[src/rtl/c17_bist_ctrl.sv]
// c17_bist_ctrl: exhaustive-pattern BIST controller for the C17 netlist.
// Steps a 5-bit pattern onto pi0..pi4, folds po0/po1 into an 8-bit MISR,
// then compares the final signature against GOLDEN_SIG and pulses done.
module c17_bist_ctrl #(
  parameter int         N_PATTERNS = 32,
  parameter logic [7:0] GOLDEN_SIG = 8'h00,
  parameter logic [7:0] MISR_SEED  = 8'h00
) (
  input  logic       clk,
  input  logic       rst_n,
  input  logic       start,
  input  logic       hold,
  input  logic       po0,
  input  logic       po1,
  output logic       pi0,
  output logic       pi1,
  output logic       pi2,
  output logic       pi3,
  output logic       pi4,
  output logic       busy,
  output logic       done,
  output logic       pass,
  output logic [7:0] signature
);

  typedef enum logic [1:0] {
    ST_IDLE  = 2'd0,
    ST_APPLY = 2'd1,
    ST_CHECK = 2'd2
  } state_t;

  // Count value at which the last pattern's response is absorbed.
  localparam logic [5:0] LAST_CNT = 6'(N_PATTERNS - 1);

  state_t     state_r, state_s;
  logic [5:0] cnt_r, cnt_s;
  logic [7:0] misr_r, misr_s;
  logic [4:0] pi_r, pi_s;
  logic       busy_r, busy_s;
  logic       done_r, done_s;
  logic       pass_r, pass_s;
  logic       absorb_s;
  logic       last_s;

  // MISR step: feedback from bit 7 into taps 0,2,3,4; po0/po1 enter bits 0/1.
  function automatic logic [7:0] misr_next(input logic [7:0] m,
                                           input logic       in0,
                                           input logic       in1);
    logic [7:0] n;
    n[0] = m[7] ^ in0;
    n[1] = m[0] ^ in1;
    n[2] = m[1] ^ m[7];
    n[3] = m[2] ^ m[7];
    n[4] = m[3] ^ m[7];
    n[5] = m[4];
    n[6] = m[5];
    n[7] = m[6];
    return n;
  endfunction

  assign absorb_s = (state_r == ST_APPLY) && !hold;
  assign last_s   = absorb_s && (cnt_r == LAST_CNT);

  // State register plus all registered datapath/outputs, with sync reset.
  always_ff @(posedge clk) begin
    if (!rst_n) begin
      state_r <= ST_IDLE;
      cnt_r   <= 6'd0;
      misr_r  <= MISR_SEED;
      pi_r    <= 5'd0;
      busy_r  <= 1'b0;
      done_r  <= 1'b0;
      pass_r  <= 1'b0;
    end else begin
      state_r <= state_s;
      cnt_r   <= cnt_s;
      misr_r  <= misr_s;
      pi_r    <= pi_s;
      busy_r  <= busy_s;
      done_r  <= done_s;
      pass_r  <= pass_s;
    end
  end

  // Next-state logic: IDLE -> APPLY on start, APPLY -> CHECK after last absorb.
  always_comb begin
    state_s = state_r;
    case (state_r)
      ST_IDLE: begin
        if (start) state_s = ST_APPLY;
        else       state_s = ST_IDLE;
      end
      ST_APPLY: begin
        if (last_s) state_s = ST_CHECK;
        else        state_s = ST_APPLY;
      end
      ST_CHECK: state_s = ST_IDLE;
      default:  state_s = ST_IDLE;
    endcase
  end

  // Next values for counter, MISR and the registered outputs.
  always_comb begin
    cnt_s  = cnt_r;
    misr_s = misr_r;
    pi_s   = pi_r;
    busy_s = busy_r;
    done_s = 1'b0;
    pass_s = pass_r;
    case (state_r)
      ST_IDLE: begin
        pi_s = 5'd0;
        if (start) begin
          cnt_s  = 6'd0;
          misr_s = MISR_SEED;
          pass_s = 1'b0;
          busy_s = 1'b1;
        end else begin
          busy_s = 1'b0;
        end
      end
      ST_APPLY: begin
        busy_s = 1'b1;
        if (absorb_s) begin
          misr_s = misr_next(misr_r, po0, po1);
          cnt_s  = cnt_r + 6'd1;
          // Park the pattern bus at zero once the last pattern is consumed.
          if (last_s) pi_s = 5'd0;
          else        pi_s = cnt_r[4:0] + 5'd1;
        end else begin
          pi_s = pi_r;
        end
      end
      ST_CHECK: begin
        pass_s = (misr_r == GOLDEN_SIG);
        done_s = 1'b1;
        busy_s = 1'b0;
        pi_s   = 5'd0;
      end
      default: begin
        pi_s   = 5'd0;
        busy_s = 1'b0;
      end
    endcase
  end

  assign {pi4, pi3, pi2, pi1, pi0} = pi_r;
  assign busy      = busy_r;
  assign done      = done_r;
  assign pass      = pass_r;
  assign signature = misr_r;

endmodule
[config.mk]
export PLATFORM = sky130hd
export DESIGN_NAME = c17_bist_ctrl
export DESIGN_NICKNAME = d
export VERILOG_FILES = /design/src/rtl/c17_bist_ctrl.sv
export SDC_FILE = /design/constraint.sdc
export NUM_CORES = 1
export LEC_CHECK = 0
export ABC_AREA = 1
export CAP_MARGIN = 10
export CORE_MARGIN = 1
export CORE_UTILIZATION = 52
export DETAILED_ROUTE_END_ITERATION = 8
export PLACE_DENSITY = 0.84
export SLEW_MARGIN = 20
export SYNTH_ARGS = -nofsm -noshare
export SYNTH_HDL_FRONTEND = slang
export SYNTH_SLANG_ARGS = --single-unit
[constraint.sdc]
create_clock -name clk -period 3.25 [get_ports clk]
set_input_delay 0.65 -clock clk [delete_from_list [all_inputs] [get_ports clk]]
set_output_delay 0.65 -clock clk [all_outputs]
set_load 0.01 [all_outputs]
---- Yosys cells after proc, flatten, opt, wreduce, memory -nomap -nowiden ----
Cells that the tools add are included.
storage, ports and cells
  output and inout port bits .............. 16
  word-level logic and storage cells ...... 44
  register bits after elaboration ......... 24
  input port bits ......................... 6
operators by class
  bitwise logic cells ..................... 5
  reductions and logical operators ........ 10
  mux-type cells .......................... 15
  equal/unequal tests ..................... 5
  add/subtract/negate cells ............... 2
operator list
  kind                                                              count
  8-bit 2-to-1 mux                                                  2
  8-bit case mux with 2 select lines                                1
  6-bit 2-to-1 mux                                                  2
  6-bit case mux with 2 select lines                                1
  8-bit zero test                                                   1
  6-bit by 1-bit adder with 6-bit output (second input constant)    1
  6-bit by 5-bit == test with 1-bit output (second input constant)  1
  5-bit by 1-bit adder with 5-bit output (second input constant)    1
  5-bit 2-to-1 mux                                                  1
  1-bit bitwise XOR                                                 5
  1-bit 2-to-1 mux                                                  4
  2-bit inequality test (second input constant)                     2
  1-bit case mux with 2 select lines                                2
  2-bit case mux with 2 select lines                                1
  2-bit AND reduction                                               2
  2-bit nonzero test                                                2
  3-bit AND reduction                                               1
  2-bit by 1-bit == test with 1-bit output (second input constant)  1
  2-bit == test (second input constant)                             1
  1-bit logical AND                                                 2
  2-bit zero test                                                   1
  2-bit 2-to-1 mux                                                  1
  1-bit zero test                                                   1

---- Depth between registers and ports, before layout ----
Gate-level depths: netlist (run 1).
  depth after elaboration ................. 5
  mapped depth ............................ 7
  depth with buffers taken out ............ 7

---- Least setup slack after synthesis (run 1) ----
OpenSTA, ideal clock, no wires.
  kind .................................... in2reg
  start ................................... input hold
  end ..................................... register cnt_r[5]
  slack ................................... 1.968 ns
  required time ........................... 3.135 ns
  stages .................................. 6
  library setup time ...................... 0.115 ns
  arrival ................................. 1.167 ns
  cells stage by stage .................... inv_1 nand2_4 nand2_4 buf_8 a21oi_1 nor2_1
on the way
  longest elaborated chain between the ends .. 4
RTL lines
  element                                 line  RTL
  start: declaration                      12    input logic hold,
  1-bit zero test                         61    assign absorb_s = (state_r == ST_APPLY) && !hold;
  1-bit logical AND                       61
  2-bit inequality test (no source line)  -
  3-bit AND reduction (no source line)    -
  end signal: assignment                  76    cnt_r <= cnt_s;
  end: declaration                        36    logic [5:0] cnt_r, cnt_s;
Every way passes these cells.
A chain may end at the register's enable or synchronous reset.

---- Worst setup path in the final report (run 1) ----
  start ................................... register misr_r[7], in the netlist signature[7]
  end ..................................... output signature[7]
RTL lines
  element                   line  RTL
  start: declaration        37    logic [7:0] misr_r, misr_s;
  start signal: assignment  77    misr_r <= misr_s;
  end: declaration          23    output logic [7:0] signature
No word-level cell between the ends.

==> metrics.csv, run 1 <==
metric,value,unit
status,"finished, final reports clean",
Slew headroom,78.84,%
detailed-route via count,972,
"CP delay by family, top",buffers and inverters,
Post-Synthesis Cells,128,
CP max-delay cell,clkdlybuf4s50_1,
root buffer cell,clkbuf_4,
crit path buf inv count,1,
Final Hold Vio Count,0,
Multi-input gate area,493.0,sq um
Die ar.,2147,sq um
slew of the pin with the lowest slew margin,316.9,ps
PD cells,470.0,nW/um^2
hold depth,2,
routed wire length,2216,um
pin count of the biggest net entering global routing,16,
share of layout cells above drive strength 1,8.609,%
Yosys top cell area share,47.00,%
FILL cells,146,
max frequency,479.9,MHz
Crit path depth,1,
All-Layer GR Usage,23.56,%
Initial Util,57.33,%
GR peak layer,met2,
WP data required,2600,ps
met1 Use GR,33.33,%
Synth Area per Inst,7.986,sq um
synthesized flop and latch total,24,
Post-CTS Setup Inserts,0,
GRT met3 Usage,4.706,%
vias per inst,5.523,
HPWL after DPL,1599,um
ys async rst share,0,%
cts bufs inserted,3,
GRT overflow,0,
# hold bufs at CTS,0,
cell area after synthesis,1022,sq um
Synth Flop Type,dfxtp_1,
Reg-to-Reg Start,cnt_r[0],
final layout net count,159,
Post-route DRC,0,
CTS max path bufs,2,
FF+latch area,480.5,sq um
crit path max fanout,9,
Slew Limit Fails,0,
initial antenna violation count,0,
"Distinct cells, synth",23,
Buffers on Ports,21,
critical path data arrival time,1430,ps
R2R cell count,5,
area grow syn2layout,26.93,%
initial drt markers,54,
CTS tree,yes,
critical-path cell list,clkdlybuf4s50_1,
Critical Path Sink Type,output pin,
final worst slack,1166,ps
first-pass GRT wire length,3532,um
worst hold path type,reg -> reg,
"EDFF count, synth",0,
Startpoint Class,flop,
worst vdd ir,297.1,uV
Reg-to-Reg End,state_r[0],
pre-CTS WS,1319,ps
RSZ-0062 raised after global routing,false,
Yosys top cell by area,dfxtp_1,
Max-Cap Viols,0,
GPL Wtd Cong,0.8468,
Worst Skew,5.869,ps
io pins,22,
syn_nets,135,
final setup violating endpoints,0,
DRT antenna net count,0,
vias in the first global route,791,
core box area,1783,sq um
H-tree depth,1,
Pleak,0.4776,nW
critical path endpoint,signature[7],
wire length per cell,12.59,um
ANT cells,0,
Final Cycle Share,64.12,%
clk slew on worst S/H paths,130,ps
r2r setup slk,1900,ps
Initial DRT Pass Iterations,4,
"top cells by area, synth","dfxtp_1 (47%), a21oi_1 (11%), nand2_1 (7.3%)",
DIE WIDTH,46.34,um
Die Ht,46.34,um
Tmin final,2084,ps
worst skew pair latency,310,ps
clock sinks,24,
Resized Gates After CTS,0,
crit path kind,reg -> out,
site row count,15,
crit-path max cell delay,600,ps
setup_tns,0,ps
part of the Yosys area used for sequential elements,47.00,%
crit path launch,signature[7],
synth warn,0,
M2 GR Usage,33.89,%
-- metal layers --
layer | part of all wire [%] | up-vias | routed length, um
met2 | 45 | 44 | 1005
met1 | 46 | 444 | 1019
li1 | - | 480 | -
met3 | 6.9 | 4 | 154
met5 | 0 | - | 0
met4 | 1.7 | 0 | 38
-- cell type report --
type	instances	area share (%)
clock inverter	1	2.314
sequential	24	37.03
timing repair buffer	21	16.20
multi-input combinational	94	37.99
clock buffer	3	1.736
inverter	8	2.314
tap	25	2.411
-- cells in the mapped netlist (2+ instances only) --
master / number
nand3_1: 9
inv_2: 3
xor2_1: 3
nand2_4: 2
o21ai_1: 3
o21ai_0: 7
a21oi_1: 22
nand3b_1: 2
dfxtp_1: 24
nand4_1: 3
nand2_1: 20
nor2_1: 15
inv_1: 5
-- registers in the layout (all words and copies together), names as in the netlist --
signal,cells
pass,1
state_r,2
cnt_r,6
signature,8
done,1
busy,1
pi_r,5
-- report_power, final --
| group | internal (mW) | switching [mW] | total [mW] | leakage (nW) |
|---|---|---|---|---|
| combinational | 0.0360 | 0.0437 | 0.0797 | 0.254 |
| clock | 0.125 | 0.0886 | 0.213 | 0.0279 |
| sequential | 0.305 | 0.0122 | 0.317 | 0.195 |
-- kinds of logic (layout without fill, tap and decap cells) --
group | count (synthesis) | after routing | share of synthesized area (%)
flops | 24 | 24 | 47.00
xor+xnor | 3 | 3 | 2.571
compound gates | 34 | 34 | 17.01
buf+inv | 10 | 33 | 4.773
simple gates | 56 | 56 | 27.42
fa+ha+maj | 1 | 1 | 1.224
-- worst min-delay path by stage --
stage	slack, ps	start	end
after global routing	490	pi_r[1]	pi_r[1]
final	470	pi_r[1]	pi_r[1]
after CTS	480	pi_r[4]	pi_r[4]
after floorplan	450	cnt_r[4]	cnt_r[4]
after detailed placement	460	pi_r[4]	pi_r[4]
after global placement	450	pi_r[1]	pi_r[1]
-- worst min-delay path: stages, from the launching register on --
cell and delay [ps]:
dfxtp_1 330, nand2_1 60, a21oi_1 50
-- metrics by stage --
stage          power [mW]  utilization, %  instance area [sq um]  cells  hold WS, ps
3_5_place_dp       0.4021           69.82                   1245    172        457.6
3_3_place_gp       0.4001           69.82                   1245    172        454.1
4_1_cts            0.6110           72.77                   1297    176        477.6
6_report           0.6098           72.77                   1297    176        474.1
5_1_grt            0.6372           72.77                   1297    176        491.6
2_1_floorplan      0.3708               -                   1022    128        452.6
-- cell usage in the layout, fill, tap and decap left out, drive strengths merged --
cell type      Yosys  final
nor2              17     17
ha                 1      1
bufinv             0      1
clkbuf             1      3
a21oi             22     22
nand2             22     22
a31oi              1      1
o21ai             10     10
clkdlybuf4s50      0     21
inv                8      8
xor2               3      3
nand4              3      3
nand3             10     10
or2                1      1
nand3b             2      2
dfxtp             24     24
nor3               1      1
o21a               1      1
Power figures use the tool's default switching activity.
==> run 2: changes to the inputs <==
--- a/config.mk
+++ b/config.mk
@@ -8,9 +8,9 @@
 export ABC_AREA = 1
 export CAP_MARGIN = 10
 export CORE_MARGIN = 1
-export CORE_UTILIZATION = 52
+export CORE_UTILIZATION = 44
 export DETAILED_ROUTE_END_ITERATION = 8
-export PLACE_DENSITY = 0.84
+export PLACE_DENSITY = 0.76
 export SLEW_MARGIN = 20
 export SYNTH_ARGS = -nofsm -noshare
 export SYNTH_HDL_FRONTEND = slang
==> constraint.sdc (replaced) <==
create_clock -name clk -period 1.8 [get_ports clk]
set_input_delay 0.36 -clock clk [delete_from_list [all_inputs] [get_ports clk]]
set_output_delay 0.36 -clock clk [all_outputs]
set_load 0.01 [all_outputs]
==> run 2 against run 1 <==
Routed wire length down 0.23%. Sequential power up 81%. Largest power group unchanged. Global-route usage down 3.4 points. Worst hold slack about the same. Critical endpoint unchanged. Final cell count up 2.3%. Flip-flop and latch count unchanged. Critical path depth unchanged. Core utilization down 14 points. Power up 65%. First-iteration DRC count down 57%. Via count down 3.0%. Worst setup slack worse by 1100 ps.
==> metrics.csv, run 2 (same netlist as run 1, synthesis figures left out) <==
metric,value,unit,change
initial antenna violation count,0,,unchanged
vias in the first global route,870,,was 791
Pleak,0.4758,nW,was 0.4776 nW
critical-path cell list,clkdlybuf4s50_1,,unchanged
worst hold path type,reg -> reg,,unchanged
DP Area,1256,sq um,was 1245 sq um
vias per inst,5.239,,was 5.523
"commonest non-fill, non-tap cells in the layout","dfxtp_1 (23), a21oi_1 (22), clkdlybuf4s50_1 (21)",,"was dfxtp_1 (24), a21oi_1 (22), clkdlybuf4s50_1 (21)"
Slew headroom,81.11,%,was 78.84%
critical path data arrival time,1330,ps,was 1430 ps
RSZ-0062 raised after global routing,false,,unchanged
Worst Skew,13.08,ps,was 5.869 ps
Post-route DRC,0,,unchanged
Initial DRT Pass Iterations,5,,was 4
Final Hold Vio Count,0,,unchanged
"most common cell after layout, fill and taps aside",dfxtp_1,,unchanged
Critical Path Sink Type,output pin,,unchanged
Die ar.,2520,sq um,was 2147 sq um
status,"finished, final reports clean",,unchanged
Tmin final,1693,ps,
crit path kind,reg -> out,,unchanged
routed wire length,2211,um,was 2216 um
H-tree depth,1,,unchanged
DIE WIDTH,50.20,um,was 46.34 um
Gate power share,14.3,%,was 13.1%
post-route cell area,1294,sq um,was 1297 sq um
clk slew on worst S/H paths,140,ps,was 130 ps
CP max-delay cell,clkdlybuf4s50_1,,unchanged
Die Ht,50.20,um,was 46.34 um
detailed-route via count,943,,was 972
switch share,26.26,%,was 23.68%
Flop pwr share,57.0,%,was 52.0%
WP data required,1440,ps,was 2600 ps
DRT antenna net count,0,,unchanged
Int Pwr,0.7410,mW,was 0.4654 mW
Startpoint Class,flop,,unchanged
HPWL after DPL,1616,um,was 1599 um
cts bufs inserted,3,,unchanged
Slew Limit Fails,0,,unchanged
max reg flops,8,,unchanged
Final Cycle Share,94.08,%,
Initial Util,46.66,%,was 57.33%
crit path buf inv count,1,,unchanged
wire length per cell,12.28,um,was 12.59 um
setup_tns,0,ps,unchanged
CTS max path bufs,2,,unchanged
All-Layer GR Usage,20.15,%,was 23.56%
first-pass GRT wire length,3760,um,was 3532 um
FILL cells,190,,was 146
PD cells,776.7,nW/um^2,was 470.0 nW/um^2
final layout net count,160,,was 159
pin count of the biggest net entering global routing,16,,unchanged
root buffer cell,clkbuf_4,,unchanged
initial drt markers,23,,was 54
Post-CTS Setup Inserts,0,,unchanged
clock sinks,24,,unchanged
core box area,2191,sq um,was 1783 sq um
final setup violating endpoints,0,,unchanged
GRT overflow,0,,unchanged
Clk network pwr share,28.7,%,was 34.9%
site row count,17,,was 15
area grow syn2layout,26.56,%,was 26.93%
crit-path max cell delay,570,ps,was 600 ps
max frequency,590.5,MHz,
Max-Cap Viols,0,,unchanged
net switching power,0.2639,mW,was 0.1444 mW
worst skew pair latency,320,ps,was 310 ps
CTS tree,yes,,unchanged
slew of the pin with the lowest slew margin,283.0,ps,was 316.9 ps
io pins,22,,unchanged
Buffers on Ports,21,,unchanged
share of layout cells above drive strength 1,9.868,%,was 8.609%
worst vdd ir,610.5,uV,was 297.1 uV
"CP delay by family, top",buffers and inverters,,unchanged
GPL Wtd Cong,0.8309,,was 0.8468
ANT cells,0,,unchanged
crit path max fanout,9,,unchanged
==> run 2: cell types whose count changed in the layout (fill, tap and decap cells not counted), sizes merged <==
cell    change
clkbuf      +1
bufinv      -1
buf         +1
==> run 2: per-stage QoR <==
stage / power [mW] / hold slack, ps / std cells / util (%) / worst slack [ps]
floorplan: 0.6696 / 452.6 / 128 / - / 686.7
global placement: 0.7239 / 459.8 / 176 / 57.34 / 215.8
detailed placement: 0.7268 / 459.4 / 176 / 57.34 / 174.3
CTS: 1.012 / 478.9 / 180 / 59.05 / 98.96
global route: 1.056 / 510.4 / 180 / 59.05 / 47.27
finish: 1.005 / 473.8 / 180 / 59.05 / 106.5
==> run 2: layout make-up <==
cell class / count / area (sq um) / share of cell area [%]
Tap cell: 28 / 35.03 / 2.708
Sequential cell: 24 / 481.7 / 37.23
Clock buffer: 4 / 36.28 / 2.805
Timing Repair Buffer: 22 / 217.7 / 16.83
Inverter: 8 / 30.03 / 2.321
Multi-Input combinational cell: 94 / 493.0 / 38.10
==> run 2: power groups by stage <==
stage / logic, mW / registers (mW) / clock network [mW]
after floorplan: 0.0862 / 0.583 / 0
after global placement: 0.141 / 0.583 / 0
after detailed placement: 0.143 / 0.584 / 0
after CTS: 0.144 / 0.573 / 0.296
after global routing: 0.159 / 0.576 / 0.320
final: 0.143 / 0.573 / 0.289
==> run 2: worst reg2reg max path: cells and delay by family (launching register included) <==
| kind | cells | cell delay (ps) |
|---|---|---|
| buf+inv | 2 | 200 |
| compound gates | 1 | 140 |
| simple gates | 4 | 510 |
| flops | 1 | 390 |
==> run 2: path summary, 6_finish.rpt <==
path,startpoint,to,slack (ps),depth (start not counted)
worst max-delay path,signature[7],signature[7],110,1
worst min-delay path,pi_r[4],pi_r[4],470,2
worst max register to register,state_r[0],signature[5],480,7
worst min register to register,pi_r[4],pi_r[4],470,2
==> run 2: repair_timing <==
item	CTS	global route
endpoints found under the setup margin	1	0
hold buffers	0	0
gates resized for setup	1	0
==> run 2: metal layers <==
metal,global-route usage (%),share of wire [%],up-vias
met4,12.38,2.5,0
met3,3.939,4.5,5
met1,24.67,48,428
met2,32.22,45,28
li1,-,-,482
met5,0,0,-
==> run 3: changes to the inputs <==
--- a/config.mk
+++ b/config.mk
@@ -8,9 +8,9 @@
 export ABC_AREA = 1
 export CAP_MARGIN = 10
 export CORE_MARGIN = 1
-export CORE_UTILIZATION = 44
+export CORE_UTILIZATION = 30
 export DETAILED_ROUTE_END_ITERATION = 8
-export PLACE_DENSITY = 0.76
+export PLACE_DENSITY = 0.56
 export SLEW_MARGIN = 20
 export SYNTH_ARGS = -nofsm -noshare
 export SYNTH_HDL_FRONTEND = slang
==> run 3 against run 2 <==
Worst hold slack better by 1.2 ps. Sequential share of layout area shrank 1.0 points. Worst setup slack got worse by 2.7 ps.
==> metrics.csv, run 3 (same netlist as run 1, synthesis figures left out) <==
metric,value,unit,change
status,"finished, final reports clean",,unchanged
H-tree depth,1,,unchanged
Pleak,0.4828,nW,was 0.4758 nW
Critical Path Sink Type,output pin,,unchanged
Int Pwr,0.8425,mW,was 0.7410 mW
post-route cell area,1330,sq um,was 1294 sq um
cts bufs inserted,3,,unchanged
crit path launch,signature[7],,unchanged
Hold Crit Start,pi_r[2],,was pi_r[4]
routed wire length,2235,um,was 2211 um
slew of the pin with the lowest slew margin,268.6,ps,was 283.0 ps
Final Cycle Share,94.23,%,was 94.08%
GPL Wtd Cong,0.8097,,was 0.8309
Post-CTS Setup Inserts,0,,unchanged
critical path data arrival time,1340,ps,was 1330 ps
Final Hold Vio Count,0,,unchanged
crit path buf inv count,1,,unchanged
FILL cells,327,,was 190
CP max-delay cell,clkdlybuf4s50_1,,unchanged
max frequency,589.6,MHz,was 590.5 MHz
vias in the first global route,874,,was 870
max reg flops,8,,unchanged
switch share,23.72,%,was 26.26%
area grow syn2layout,30.11,%,was 26.56%
DRT antenna net count,0,,unchanged
final setup violating endpoints,0,,unchanged
clk slew on worst S/H paths,130,ps,was 140 ps
Gate power share,13.0,%,was 14.3%
worst vdd ir,307.1,uV,was 610.5 uV
final layout net count,160,,unchanged
crit-path max cell delay,570,ps,about the same
"commonest non-fill, non-tap cells in the layout","dfxtp_1 (23), a21oi_1 (22), clkdlybuf4s50_1 (21)",,unchanged
worst skew pair latency,320,ps,about the same
wire length per cell,11.40,um,was 12.28 um
"CP delay by family, top",buffers and inverters,,unchanged
Reg-to-Reg Start,state_r[1],,was state_r[0]
initial antenna violation count,0,,unchanged
WP data required,1440,ps,about the same
ANT cells,0,,unchanged
Worst Skew,8.377,ps,was 13.08 ps
Tmin final,1696,ps,was 1693 ps
initial drt markers,57,,was 23
root buffer cell,clkbuf_4,,unchanged
critical-path cell list,clkdlybuf4s50_1,,unchanged
DIE WIDTH,60.38,um,was 50.20 um
PD cells,830.4,nW/um^2,was 776.7 nW/um^2
"most common cell after layout, fill and taps aside",dfxtp_1,,unchanged
clock sinks,24,,unchanged
Die ar.,3645,sq um,was 2520 sq um
Slew headroom,82.08,%,was 81.11%
Slew Limit Fails,0,,unchanged
site row count,20,,was 17
RSZ-0062 raised after global routing,false,,unchanged
Startpoint Class,flop,,unchanged
crit path max fanout,9,,unchanged
detailed-route via count,936,,was 943
io pins,22,,unchanged
Die Ht,60.38,um,was 50.20 um
vias per inst,4.776,,was 5.239
net switching power,0.2620,mW,was 0.2639 mW
Initial Util,32.42,%,was 46.66%
setup_tns,0,ps,unchanged
Clk network pwr share,35.1,%,was 28.7%
first-pass GRT wire length,3850,um,was 3760 um
core box area,3153,sq um,was 2191 sq um
Post-route DRC,0,,unchanged
Buffers on Ports,21,,unchanged
All-Layer GR Usage,14.43,%,was 20.15%
CTS max path bufs,2,,unchanged
Flop pwr share,51.9,%,was 57.0%
GRT overflow,0,,unchanged
Max-Cap Viols,0,,unchanged
CTS tree,yes,,unchanged
Initial DRT Pass Iterations,4,,was 5
pin count of the biggest net entering global routing,16,,unchanged
HPWL after DPL,1701,um,was 1616 um
worst hold path type,reg -> reg,,unchanged
crit path kind,reg -> out,,unchanged
share of layout cells above drive strength 1,9.868,%,unchanged
DP Area,1276,sq um,was 1256 sq um
[run 3: cell types whose count changed in the layout (fill, tap and decap cells not counted), sizes merged]
cell    before  now
bufinv       0    1
clkbuf       4    3
[run 3: per-stage QoR]
stage	hold slack [ps]	power, mW	utilization, %	instances	setup slack [ps]
after floorplan	452.6	0.6696	-	128	686.7
after global placement	457.6	0.7278	40.48	192	206.2
after detailed placement	457.5	0.7298	40.48	192	183.9
after CTS	476.4	1.117	42.18	196	84.72
after global routing	491.4	1.153	42.18	196	50.80
final	475.0	1.104	42.18	196	103.8
[run 3: path summary, 6_finish.rpt]
| kind | end | slack [ps] | cells past startpoint |
|---|---|---|---|
| setup / recovery | signature[7] | 100 | 1 |
| hold / removal | pi_r[2] | 470 | 2 |
| setup reg to reg | cnt_r[2] | 480 | 5 |
| hold reg to reg | pi_r[2] | 470 | 2 |
[run 3: final cells by class]
| type | count | area, sq um | area share [%] |
|---|---|---|---|
| multi-input cells | 94 | 493.0 | 37.06 |
| flip-flops and latches | 24 | 481.7 | 36.22 |
| repair buffers | 22 | 217.7 | 16.37 |
| well taps | 44 | 55.05 | 4.139 |
| clock inverters | 1 | 30.03 | 2.258 |
| inverters | 8 | 30.03 | 2.258 |
| clock buffers | 3 | 22.52 | 1.693 |
[run 3: layer usage]
layer	part of all wire [%]	global-route usage, %	vias up
li1	-	-	483
met4	2.3	8.306	0
met1	47	19.45	422
met5	0	0	-
met3	3.1	1.919	5
met2	48	22.14	26
[run 3: what timing repair did]
action                                  CTS  global route
hold buffers                              0             0
gates resized for setup                   1             0
endpoints found under the setup margin    1             0
[run 3: worst register-to-register path: cells and delay by family, from the launching register on]
family	cells	cell delay (ps)
DFF	1	380
AOI/OAI and AO/OA	1	160
buffers and inverters	1	160
and+or+nand+nor	3	550
[run 3: power by group through the flow]
| stage | sequential [mW] | combinational [mW] | clock (mW) |
|---|---|---|---|
| after floorplan | 0.583 | 0.0862 | 0 |
| after global placement | 0.584 | 0.143 | 0 |
| after detailed placement | 0.585 | 0.145 | 0 |
| after CTS | 0.574 | 0.145 | 0.398 |
| after global routing | 0.578 | 0.159 | 0.416 |
| final | 0.574 | 0.143 | 0.387 |
